--- src/rtl/vid_timing_gen.sv ---
// vid_timing_gen: programmable video timing source.
// Generates vsync/hsync/de, pixel coordinates and a frame_start pulse from
// free-running h/v counters. Start and stop are aligned to frame boundaries.
// Optional macro VTG_PATTERN_EN enables a 32x32 checkerboard on img_y;
// without it img_y is tied to zero.
module vid_timing_gen #(
  parameter int H_ACTIVE = 640,
  parameter int H_FP     = 16,
  parameter int H_SYNC   = 96,
  parameter int H_BP     = 48,
  parameter int V_ACTIVE = 480,
  parameter int V_FP     = 10,
  parameter int V_SYNC   = 2,
  parameter int V_BP     = 33,
  parameter int SYNC_POL = 1
) (
  input  logic        clk,
  input  logic        rst_n,
  input  logic        en,
  output logic        post_frame_vsync,
  output logic        post_frame_hsync,
  output logic        post_frame_de,
  output logic [7:0]  img_y,
  output logic [11:0] pix_x,
  output logic [11:0] pix_y,
  output logic        frame_start,
  output logic        busy
);

  localparam int H_TOTAL = H_ACTIVE + H_FP + H_SYNC + H_BP;
  localparam int V_TOTAL = V_ACTIVE + V_FP + V_SYNC + V_BP;

  localparam logic [11:0] H_LAST = 12'(H_TOTAL - 1);
  localparam logic [11:0] V_LAST = 12'(V_TOTAL - 1);
  localparam logic [11:0] H_ACT  = 12'(H_ACTIVE);
  localparam logic [11:0] V_ACT  = 12'(V_ACTIVE);
  localparam logic [11:0] HS_BEG = 12'(H_ACTIVE + H_FP);
  localparam logic [11:0] HS_END = 12'(H_ACTIVE + H_FP + H_SYNC);
  localparam logic [11:0] VS_BEG = 12'(V_ACTIVE + V_FP);
  localparam logic [11:0] VS_END = 12'(V_ACTIVE + V_FP + V_SYNC);

  localparam logic SYNC_ON  = (SYNC_POL != 0);
  localparam logic SYNC_OFF = (SYNC_POL == 0);

  localparam logic [1:0] S_IDLE = 2'd0;
  localparam logic [1:0] S_RUN  = 2'd1;
  localparam logic [1:0] S_STOP = 2'd2;

  logic        en_reg;
  logic [1:0]  state_reg;
  logic [1:0]  state_next;
  logic [11:0] h_cnt_reg;
  logic [11:0] v_cnt_reg;

  logic h_last;
  logic frame_last;
  logic active;
  logic de_next;
  logic hs_next;
  logic vs_next;

  assign h_last     = (h_cnt_reg == H_LAST);
  assign frame_last = h_last && (v_cnt_reg == V_LAST);
  assign active     = (state_reg != S_IDLE);
  assign de_next    = active && (h_cnt_reg < H_ACT) && (v_cnt_reg < V_ACT);
  assign hs_next    = active && (h_cnt_reg >= HS_BEG) && (h_cnt_reg < HS_END);
  assign vs_next    = active && (v_cnt_reg >= VS_BEG) && (v_cnt_reg < VS_END);

  // Register the run request so the FSM sees a clean, sampled level.
  always_ff @(posedge clk or negedge rst_n) begin
    if (!rst_n) en_reg <= 1'b0;
    else        en_reg <= en;
  end

  // Frame-aligned run/stop control. A stop request lets the current frame
  // finish; a request arriving exactly at the last frame cycle goes straight
  // to IDLE so no extra frame is started.
  always_comb begin
    state_next = state_reg;
    case (state_reg)
      S_IDLE: if (en_reg) state_next = S_RUN;
      S_RUN: begin
        if (!en_reg) state_next = frame_last ? S_IDLE : S_STOP;
      end
      S_STOP: begin
        if (en_reg)          state_next = S_RUN;
        else if (frame_last) state_next = S_IDLE;
      end
      default: state_next = S_IDLE;
    endcase
  end

  // State register.
  always_ff @(posedge clk or negedge rst_n) begin
    if (!rst_n) state_reg <= S_IDLE;
    else        state_reg <= state_next;
  end

  // h/v counters: held at zero while idle, advance with wrap otherwise.
  always_ff @(posedge clk or negedge rst_n) begin
    if (!rst_n) begin
      h_cnt_reg <= '0;
      v_cnt_reg <= '0;
    end else if (!active) begin
      h_cnt_reg <= '0;
      v_cnt_reg <= '0;
    end else if (h_last) begin
      h_cnt_reg <= '0;
      v_cnt_reg <= (v_cnt_reg == V_LAST) ? 12'd0 : v_cnt_reg + 12'd1;
    end else begin
      h_cnt_reg <= h_cnt_reg + 12'd1;
    end
  end

  // Registered decode of the current counter state.
  always_ff @(posedge clk or negedge rst_n) begin
    if (!rst_n) begin
      post_frame_vsync <= SYNC_OFF;
      post_frame_hsync <= SYNC_OFF;
      post_frame_de    <= 1'b0;
      pix_x            <= '0;
      pix_y            <= '0;
      frame_start      <= 1'b0;
      busy             <= 1'b0;
    end else begin
      post_frame_vsync <= vs_next ? SYNC_ON : SYNC_OFF;
      post_frame_hsync <= hs_next ? SYNC_ON : SYNC_OFF;
      post_frame_de    <= de_next;
      pix_x            <= de_next ? h_cnt_reg : 12'd0;
      pix_y            <= de_next ? v_cnt_reg : 12'd0;
      frame_start      <= (state_reg == S_RUN) && (h_cnt_reg == 12'd0) && (v_cnt_reg == 12'd0);
      busy             <= active;
    end
  end

`ifdef VTG_PATTERN_EN
  // Checkerboard test pattern, registered alongside de.
  always_ff @(posedge clk or negedge rst_n) begin
    if (!rst_n) img_y <= 8'd0;
    else        img_y <= (de_next && (h_cnt_reg[5] ^ v_cnt_reg[5])) ? 8'd255 : 8'd0;
  end
`else
  assign img_y = 8'd0;
`endif

endmodule

--- config.mk ---
export PLATFORM = sky130hd
export DESIGN_NAME = vid_timing_gen
export DESIGN_NICKNAME = d
export VERILOG_FILES = /design/src/rtl/vid_timing_gen.sv
export SDC_FILE = /design/constraint.sdc
export NUM_CORES = 1
export LEC_CHECK = 0
export BUFFER_PORTS_ARGS = -buffer_cell sky130_fd_sc_hd__buf_4
export CAP_MARGIN = 15
export CORE_ASPECT_RATIO = 1.25
export CORE_UTILIZATION = 50
export DETAILED_ROUTE_END_ITERATION = 6
export GPL_ROUTABILITY_DRIVEN = 0
export GPL_TIMING_DRIVEN = 0
export PLACE_DENSITY = 0.75
export SLEW_MARGIN = 20
export SYNTH_ARGS = -nofsm -noshare
export SYNTH_HDL_FRONTEND = slang
export SYNTH_SLANG_ARGS = --single-unit
--- constraint.sdc ---
create_clock -name clk -period 1.6 [get_ports clk]
set_input_delay 0.08 -clock clk [delete_from_list [all_inputs] [get_ports clk]]
set_output_delay 0.08 -clock clk [all_outputs]
set_load 0.02 [all_outputs]
==> results of run 1 <==
## logic make-up after synthesis
logic type | Yosys count | synth area share
mux | 2 | 0.00795
simple gates | 104 | 0.249
flops | 56 | 0.556
buf+inv | 31 | 0.0626
xor+xnor | 10 | 0.0348
fa+ha+maj | 4 | 0.0199
other cells | 1 | 0.00149
compound gates | 24 | 0.0676
## cell type report
class,count,area [sq um],share of cell area
multi-input combinational,157,1220,0.349
sequential,56,1410,0.404
inverter,9,35.0,0.0100
timing repair buffer,66,532,0.152
clock inverter,2,16.3,0.00465
clock buffer,6,72.6,0.0208
buffer,18,134,0.0383
tap,60,75.1,0.0215
## layer usage
layer | vias to the layer above | global-route usage | routed length, um
li1 | 968 | - | -
met5 | - | 0 | 0
met1 | 1035 | 0.318 | 2610
met4 | 0 | 0.0870 | 200
met3 | 24 | 0.0463 | 422
met2 | 121 | 0.377 | 3150
## cells in the final DEF (no fill, tap or decap), types with 7 or more instances in the layout
| master | Yosys | final |
|---|---|---|
| dfrtp_1 | 56 | 48 |
| dfrtp_2 | 0 | 8 |
| and2_1 | 14 | 14 |
| nor2_1 | 12 | 12 |
| nand3_1 | 13 | 12 |
| buf_4 | 9 | 68 |
| nand2_1 | 15 | 13 |
| nor4_1 | 12 | 9 |
| nand4_1 | 8 | 8 |
| buf_6 | 0 | 7 |
| conb_1 | 1 | 13 |
## path summary, 6_finish.rpt
path / start / end
max: v_cnt_reg[3] / v_cnt_reg[11]
min: rst_n / h_cnt_reg[10]
max reg2reg: v_cnt_reg[3] / v_cnt_reg[11]
min reg2reg: en_reg / state_reg[1]
max in group asynchronous: rst_n / v_cnt_reg[6]
min in group clk: en / en_reg
## critical path: cells and delay by family (launching register included)
kind | cells | cell delay, ns
AND/OR/NAND/NOR | 3 | 0.88
flip-flops | 1 | 0.53
AO/OA/AOI/OAI | 1 | 0.18
buffers and inverters | 1 | 0.14
## Yosys cell counts (all sizes together), types with 4 or more instances
cell    instances
a31oi           4
and2           14
and3            4
and4            5
buf            15
clkbuf          7
dfrtp          56
ha              4
inv             8
nand2          15
nand3          13
nand4          10
nor2           14
nor3            5
nor4           12
xnor2           4
xor2            6
## stage by stage
step / power [W] / setup WS, ns / setup TNS (ns)
2_1_floorplan: 0.00178 / -0.0469 / -0.0469
3_3_place_gp: 0.00191 / -0.382 / -8.90
3_5_place_dp: 0.00192 / -0.421 / -10.02
4_1_cts: 0.00273 / -0.0917 / -0.546
5_1_grt: 0.00287 / -0.229 / -2.03
6_report: 0.00276 / -0.215 / -1.16
## power breakdown
group	switching, W	total (W)	internal, W	leakage, nW
clock network	0.000475	0.000788	0.000313	0.0414
registers	0.0000598	0.00155	0.00149	0.739
logic	0.000256	0.000429	0.000173	0.834
## what timing repair did
action,4_1_cts,5_1_grt
pin swaps,14,10
hold buffers,2,0
buffers inserted,22,11
gates resized for setup,30,39
setup endpoints to repair,45,35
hold endpoints to repair,57,0
gates cloned,1,0
==> flow_summary_export.csv, run 1 <==
group,metric,value,unit
worst_setup_path,required,1.84,ns
sta,fmax,551,MHz
yosys,async_flop_share,1.00,
final_layout,antenna-diode-count,0,
floorplanning,die_h,81.4,um
drt,ant_nets,0,
final_layout,final_nets,320,
worst_setup_path,path_cells,"and4_1 > buf_4 > nand4_1 > or4b_1 > o22ai_1",
drt,dr.pass1.iters,4,
clock_network,cts-root-buf,"clkbuf_8",
clock_network,clk_path_buf_depth,2,
worst_setup_path,slowest_delay,0.53,ns
placed_design,place_inst,335,
final_layout,drive_gt1_frac,0.414,
sta,finalCritPeriodShare,1.13,
yosys,synth.avg_cell_area,10.9,sq um
floorplanning,die_area,5330,sq um
final_layout,postLayoutCellArea,3500,sq um
yosys,yosysWarnings,0,
drt,drt-wirelength-per-cell,17.1,um
sta,tightest_slew,0.696,ns
sta,period_minus_slack,1.81,ns
drt,drt_iter0_markers,179,
worst_setup_path,cp.arrival,2.05,ns
sta,setup_ws,-0.215,ns
sta,slew_viol_final,0,
final_layout,fin_cells,374,
drt,num_vias,2148,
floorplanning,ios,40,
worst_setup_path,rrSetupSlack,-0.21,ns
sta,finalSetupViolCount,11,
global_routing,grt_pass1_wl,9390,um
worst_setup_path,reg2reg_depth,5,
yosys,yosysTopAreaCell,"dfrtp_1",
yosys,syn_area,2520,sq um
clock_network,numCtsBuffers,5,
sta,finalHoldViolCount,0,
drt,drc,0,
flow_run,cap_violations,0,
min_path,hp-class,"in -> async",
worst_setup_path,start_kind,"flop",
pwr,power_density,790,nW/um^2
global_routing,grt_max_degree,57,
clock_network,path_clk_slew,0.10,ns
yosys,post-synth-top-area-fraction,0.556,
worst_setup_path,crit_type,"reg -> reg",
floorplanning,start_util,0.525,
clock_network,clock_latency,0.31,ns
sta,max_slew_margin,0.536,
final_layout,final_util,0.729,
floorplanning,die_width,65.5,um
clock_network,cts_tree,"built",
yosys,synthFlopType,"dfrtp_1",
yosys,synth_cell_types,46,
yosys,ys_seq_area_frac,0.556,
global_routing,grt_pass1_vias,1879,
global_routing,grt_antenna_before_repair,0,
worst_setup_path,cp_max_fo,7,
worst_setup_path,endpoint_kind,"flop",
yosys,synth-edff-count,0,
sta,skew,0.00777,ns
final_layout,area_delta_synth_final,38.8,%
placed_design,dp_hpwl,3400,um
clock_network,clkSinkCount,56,
worst_setup_path,cpMaxStageDelayCell,"dfrtp_1",
drt,finalWirelength,6380,um
sta,rsz0062_at_grt,"true",
floorplanning,rows,28,
yosys,ys_ff_latch,56,
pwr,peakVddDrop,0.494,mV
outcome,status,"complete, but fails checks",
placed_design,placed_area,2890,sq um
sta,hold_ws,0.346,ns
pwr,p_leak,1.62,nW
placed_design,io_buffer_count,31,
outcome,violations,"negative setup slack",
clock_network,cts_max_level,2,
yosys,synthCells,232,
floorplanning,core,4800,sq um
final_layout,fillers,309,
yosys,ys_top_cells_by_area,"dfrtp_1 (56%), and2_1 (3.5%), nor4_1 (3.0%)",
global_routing,track_usage,0.236,
global_routing,grt_overflow,0,
drt,post_drt_via_cell_ratio,5.74,
No activity file was read; power rests on OpenSTA's default activity.
==> inputs of run 2 (changes only) <==
--- a/config.mk
+++ b/config.mk
@@ -5,14 +5,15 @@
 export SDC_FILE = /design/constraint.sdc
 export NUM_CORES = 1
 export LEC_CHECK = 0
-export BUFFER_PORTS_ARGS = -buffer_cell sky130_fd_sc_hd__buf_4
+export ABC_AREA = 1
+export BUFFER_PORTS_ARGS = -buffer_cell sky130_fd_sc_hd__buf_2
 export CAP_MARGIN = 15
 export CORE_ASPECT_RATIO = 1.25
 export CORE_UTILIZATION = 50
 export DETAILED_ROUTE_END_ITERATION = 6
 export GPL_ROUTABILITY_DRIVEN = 0
 export GPL_TIMING_DRIVEN = 0
-export PLACE_DENSITY = 0.75
+export PLACE_DENSITY = 0.74
 export SLEW_MARGIN = 20
 export SYNTH_ARGS = -nofsm -noshare
 export SYNTH_HDL_FRONTEND = slang
==> run 2 against run 1 <==
The flow now finishes without violations; worst setup slack better by 0.34 ns; clock power fell by 5.3%; total power shrank 1.8%; die area rose by 2.5%; routed wire length down 24%; non-clock buffer count fell by 34; combinational power is 2% lower; critical path depth increased by 4; maximum frequency up 23%; global-route usage is 4.9 points lower; clock skew down 0.0025 ns; final area fell by 15%; critical path type unchanged; highest routed layer unchanged.
==> flow_summary_export.csv, run 2 <==
group,metric,value,unit
outcome,status,"finished clean",
drt,dr.pass1.iters,5,
worst_setup_path,start_kind,"flop",
drt,num_vias,2028,
worst_setup_path,r2r_start,"v_cnt_reg[0]",
worst_setup_path,cp-startpoint,"v_cnt_reg[0]",
global_routing,grt_pass1_vias,1780,
final_layout,area_delta_synth_final,15.5,%
worst_setup_path,crit_end,"v_cnt_reg[11]",
global_routing,grt_max_degree,57,
final_layout,final_cell_mix,"nand2_1 (66), nor2_1 (57), dfrtp_1 (54)",
final_layout,final_nets,366,
clock_network,clk_path_buf_depth,2,
floorplanning,die_width,66.3,um
yosys,synth.avg_cell_area,8.44,sq um
global_routing,grt_antenna_before_repair,0,
worst_setup_path,reg2reg_depth,9,
placed_design,dp_hpwl,3500,um
yosys,async_flop_share,1.00,
sta,setup_tns,0,ns
sta,finalHoldViolCount,0,
worst_setup_path,crit_type,"reg -> reg",
worst_setup_path,r2r-end,"v_cnt_reg[11]",
placed_design,io_buffer_count,31,
yosys,synth_mux_area_frac,0,
sta,finalCritPeriodShare,0.924,
floorplanning,ios,40,
drt,drc,0,
drt,drt_iter0_markers,174,
drt,wl_met3,243,um
drt,post_drt_via_cell_ratio,4.83,
global_routing,track_usage,0.187,
worst_setup_path,cp_max_fo,5,
floorplanning,die_h,82.4,um
worst_setup_path,cp.arrival,1.69,ns
yosys,synth_top_family_by_area,"simple AND/OR/NAND/NOR gates",
yosys,synth_xor_area_frac,0.0203,
pwr,p_leak,1.61,nW
yosys,ys_seq_area_frac,0.542,
placed_design,pre_cts_ws,0.0522,ns
yosys,yosysMostFrequentCell,"nand2_1",
sta,tightest_slew,0.669,ns
floorplanning,die_area,5460,sq um
yosys,yosysTopAreaCell,"dfrtp_1",
yosys,ys_top_cells_by_area,"dfrtp_1 (54%), nand2_1 (9.6%), nor2_1 (8.4%)",
sta,slew_viol_final,0,
sta,max_slew_margin,0.554,
drt,ant_nets,0,
worst_setup_path,required,1.81,ns
yosys,synthAdderAreaFrac,0.0194,
worst_setup_path,endpoint_kind,"flop",
final_layout,regArea,1400,sq um
global_routing,grt_overflow,0,
yosys,yosysWarnings,0,
final_layout,antenna-diode-count,0,
sta,finalSetupViolCount,0,
worst_setup_path,rrSetupSlack,0.12,ns
floorplanning,core,4830,sq um
clock_network,cts_tree,"built",
clock_network,clock_latency,0.31,ns
pwr,peakVddDrop,0.465,mV
drt,highest_layer,"met4",
drt,finalWirelength,4870,um
yosys,synthCells,306,
sta,rsz0062_at_grt,"false",
yosys,post-synth-top-area-fraction,0.542,
yosys,synth_compound_gate_area_share,0.0315,
floorplanning,start_util,0.534,
final_layout,drive_gt1_frac,0.189,
yosys,synth_cell_types,27,
final_layout,multiInputGateArea,965,sq um
drt,dr_wl_met2,2340,um
final_layout,final_common_cell,"nand2_1",
clock_network,numCtsBuffers,5,
yosys,ys_top_cells_by_count,"nand2_1 (66), nor2_1 (58), dfrtp_1 (56)",
sta,fmax,677,MHz
min_path,hp-class,"in -> async",
pwr,power_density,910,nW/um^2
sta,period_minus_slack,1.48,ns
sta,skew,0.00525,ns
yosys,synth-simple-area-share,0.280,
final_layout,fillers,425,
drt,drt-met1-wl,2160,um
yosys,ys_ff_latch,56,
yosys,syn_area,2580,sq um
yosys,synth-edff-count,0,
floorplanning,rows,28,
clock_network,clkSinkCount,56,
yosys,synthFlopType,"dfrtp_1",
clock_network,cts-root-buf,"clkbuf_8",
drt,drt-wirelength-per-cell,11.6,um
flow_run,cap_violations,0,
clock_network,path_clk_slew,0.09,ns
global_routing,grt_pass1_wl,7760,um
clock_network,cts_max_level,2,
sta,setup_ws,0.122,ns
==> run 2: cell count changes in the layout (fill, tap and decap cells not counted), sizes merged, moves of 4 or more <==
cell,before,now
o21ai,3,11
buf,78,48
inv,8,38
nand4,10,5
nand3,13,26
a31oi,4,0
and2,14,0
nor3,5,10
nand2,15,68
and4,5,0
nor2,14,59
xnor2,4,0
nor4,12,1
and3,4,0
==> run 2: cells by family after synthesis <==
kind of cell               after synthesis
and+or+nand+nor                        170
DFF                                     56
buffers and inverters                   54
AOI/OAI and AO/OA                       15
xor gates and xnor gates                 6
adders and majority gates                4
other                                    1
==> run 2: cell type report <==
type,count,area share
multi-input combinational,208,0.323
buffer,16,0.0419
tap,60,0.0252
sequential,56,0.470
timing repair buffer,34,0.0621
inverter,38,0.0486
clock buffer,7,0.0256
clock inverter,1,0.00294
==> run 2: worst min path at each step <==
stage / end / slack [ns] / depth (start not counted)
6_report: v_cnt_reg[9] / 0.35 / 2
5_1_grt: en_reg / 0.41 / 2
3_5_place_dp: pix_x[1] / 0.17 / 1
4_1_cts: state_reg[0] / 0.37 / 2
3_3_place_gp: en_reg / 0.19 / 1
2_1_floorplan: busy / -0.22 / 0
==> run 2: per-stage QoR <==
stage	power [W]	hold WS (ns)	instance area [sq um]	utilization	instances
3_5_place_dp	0.00199	0.167	2860	0.592	409
3_3_place_gp	0.00197	0.188	2860	0.591	409
4_1_cts	0.00273	0.373	2970	0.614	419
5_1_grt	0.00283	0.409	2980	0.617	420
6_report	0.00271	0.351	2980	0.617	420
2_1_floorplan	0.00185	-0.216	2630	-	318
==> run 2: what timing repair did <==
| item | 4_1_cts | 5_1_grt |
|---|---|---|
| buffers inserted | 0 | 1 |
| hold buffers | 2 | 0 |
| gates resized for setup | 0 | 4 |
| hold endpoints to repair | 57 | 0 |
| endpoints found under the setup margin | 0 | 9 |
==> run 2: routing by layer <==
layer / up-vias / GRT usage
li1: 1029 / -
met1: 925 / 0.248
met2: 62 / 0.300
met3: 12 / 0.0330
met4: 0 / 0.0830
met5: - / 0
==> run 2: where the power goes <==
part,switching (W),internal (W)
combinational,0.000278,0.000143
sequential,0.0000532,0.00149
clock,0.000433,0.000314
==> run 2: critical path, cell delays in order (launching register included) <==
cell	delay (ns)
dfrtp_2	0.45
inv_1	0.11
ha_1	0.24
nand2_1	0.07
nor2_1	0.10
nand3_1	0.10
nand2_1	0.12
nor2_2	0.07
nand2_1	0.06
nand2_1	0.05
==> inputs of run 3 (changes only) <==
==> constraint.sdc (replaced) <==
create_clock -name clk -period 1.25 [get_ports clk]
set_input_delay 0.0625 -clock clk [delete_from_list [all_inputs] [get_ports clk]]
set_output_delay 0.0625 -clock clk [all_outputs]
set_load 0.02 [all_outputs]
==> run 3 against run 2 <==
The flow now finishes with violations (negative setup slack); sequential power is 28% higher; combinational power is 95% higher; register-to-register slack worse by 0.34 ns; routed wire length is 29% higher; highest routed layer unchanged.
==> flow_summary_export.csv, run 3 (synthesized netlist as in run 2, its figures left out) <==
group,metric,value,unit
drt,ant_nets,0,
worst_setup_path,cpMaxStageDelayCell,"dfrtp_2",
sta,finalSetupViolCount,43,
worst_setup_path,slowest_delay,0.47,ns
worst_setup_path,start_kind,"flop",
pwr,p_leak,1.85,nW
sta,setup_ws,-0.219,ns
sta,period_minus_slack,1.47,ns
flow_run,cap_violations,0,
sta,skew,0.00712,ns
final_layout,final_common_cell,"dfrtp_1",
drt,finalWirelength,6280,um
drt,num_vias,2279,
clock_network,path_clk_slew,0.10,ns
global_routing,grt_pass1_vias,2099,
drt,post_drt_via_cell_ratio,5.08,
outcome,status,"complete, but fails checks",
final_layout,antenna-diode-count,0,
floorplanning,ios,40,
final_layout,fillers,318,
drt,drt_iter0_markers,237,
pwr,power,0.00422,W
sta,max_slew_margin,0.549,
placed_design,io_buffer_count,31,
global_routing,track_usage,0.229,
sta,hold_ws,0.336,ns
worst_setup_path,path_delay_family,"simple AND/OR/NAND/NOR gates",
worst_setup_path,cp.arrival,1.68,ns
floorplanning,die_h,82.4,um
final_layout,multiInputGateArea,1230,sq um
final_layout,drive_gt1_frac,0.447,
placed_design,dp_hpwl,3510,um
floorplanning,die_width,66.3,um
worst_setup_path,reg2reg_depth,9,
clock_network,clkSinkCount,56,
worst_setup_path,r2r-end,"v_cnt_reg[9]",
worst_setup_path,crit_end,"v_cnt_reg[9]",
drt,drt-wirelength-per-cell,14.0,um
final_layout,final_cell_mix,"dfrtp_1 (53), nand2_1 (43), buf_4 (33)",
worst_setup_path,crit_type,"reg -> reg",
final_layout,area_delta_synth_final,38.7,%
clock_network,clock_latency,0.31,ns
worst_setup_path,crit_cells,9,
sta,finalCritPeriodShare,1.18,
sta,slew_viol_final,0,
global_routing,grt_max_degree,57,
sta,rsz0062_at_grt,"true",
clock_network,cts_tree,"built",
floorplanning,core,4830,sq um
final_layout,final_nets,395,
pwr,peakVddDrop,1.02,mV
worst_setup_path,crit_buf_inv,3,
worst_setup_path,cp-startpoint,"h_cnt_reg[6]",
floorplanning,die_area,5460,sq um
worst_setup_path,cp_max_fo,5,
clock_network,numCtsBuffers,5,
floorplanning,start_util,0.534,
global_routing,grt_pass1_wl,9360,um
drt,drc,0,
min_path,hp-class,"in -> async",
sta,tightest_slew,0.676,ns
pwr,power_density,1180,nW/um^2
floorplanning,rows,28,
worst_setup_path,rrSetupSlack,-0.22,ns
worst_setup_path,required,1.46,ns
clock_network,clk_path_buf_depth,2,
sta,finalHoldViolCount,0,
worst_setup_path,path_cells,"inv_2 > nand2_1 > nor2_1 > nand3_2 > nand2_4 > buf_6 > nand2_2 > nand2_1 > inv_1",
clock_network,cts-root-buf,"clkbuf_8",
outcome,violations,"negative setup slack",
worst_setup_path,crit_path_frequent_cell,"nand2_1",
worst_setup_path,endpoint_kind,"flop",
worst_setup_path,r2r_start,"h_cnt_reg[6]",
clock_network,cts_max_level,2,
global_routing,grt_overflow,0,
global_routing,grt_antenna_before_repair,0,
final_layout,regArea,1410,sq um
drt,dr.pass1.iters,4,
sta,fmax,681,MHz
[run 3: cell types whose count changed in the layout (fill, tap and decap cells not counted), sizes merged]
cell    delta
inv        +1
bufinv     +2
clkbuf     -1
buf       +28
clkinv     -1
[run 3: worst min path at each step]
stage	start	to	slack, ns
2_1_floorplan	rst_n	busy	-0.23
3_3_place_gp	en	en_reg	0.17
3_5_place_dp	rst_n	pix_x[1]	0.15
4_1_cts	rst_n	pix_x[1]	0.36
5_1_grt	en	en_reg	0.38
6_report	rst_n	pix_x[0]	0.34
[run 3: power breakdown]
group,leakage (nW),switching [W],internal [W],total (W)
combinational,1.03,0.000473,0.000348,0.000821
sequential,0.746,0.0000749,0.00191,0.00199
clock,0.0687,0.000605,0.000806,0.00141
[run 3: worst register-to-register path, delay by kind of cell, from the launching register on]
family | cells | cell delay, ns
buffers and inverters | 3 | 0.28
and+or+nand+nor | 6 | 0.62
DFF | 1 | 0.47
[run 3: layout make-up]
class                           count  area share
Inverter                           38      0.0433
Sequential cell                    56       0.392
Tap cell                           60      0.0209
Buffer                             15      0.0342
Clock inverter                      3      0.0192
Multi-Input combinational cell    208       0.344
Timing Repair Buffer               64       0.127
Clock buffer                        5      0.0192
[run 3: routing by layer]
metal	vias to the layer above	GRT usage	share of wire
li1	1092	-	-
met1	1091	0.272	0.39
met2	77	0.398	0.52
met3	19	0.0508	0.049
met4	0	0.0936	0.033
met5	-	0	0
[run 3: metrics by stage]
stage	std cells	util	area, sq um	TNS [ns]	setup WS (ns)
6_report	449	0.741	3580	-3.28	-0.219
5_1_grt	449	0.741	3580	-6.40	-0.303
4_1_cts	441	0.692	3350	-2.29	-0.118
3_5_place_dp	409	0.593	2870	-6.71	-0.255
3_3_place_gp	409	0.593	2870	-6.73	-0.265
2_1_floorplan	318	-	2640	-0.266	-0.0365
[run 3: timing repair]
action / CTS / global route
endpoints found under the hold margin: 57 / 0
endpoints found under the setup margin: 44 / 47
pin swaps: 15 / 16
hold buffers: 2 / 0
gates resized for setup: 53 / 58
gates cloned: 3 / 0
buffers inserted: 20 / 8
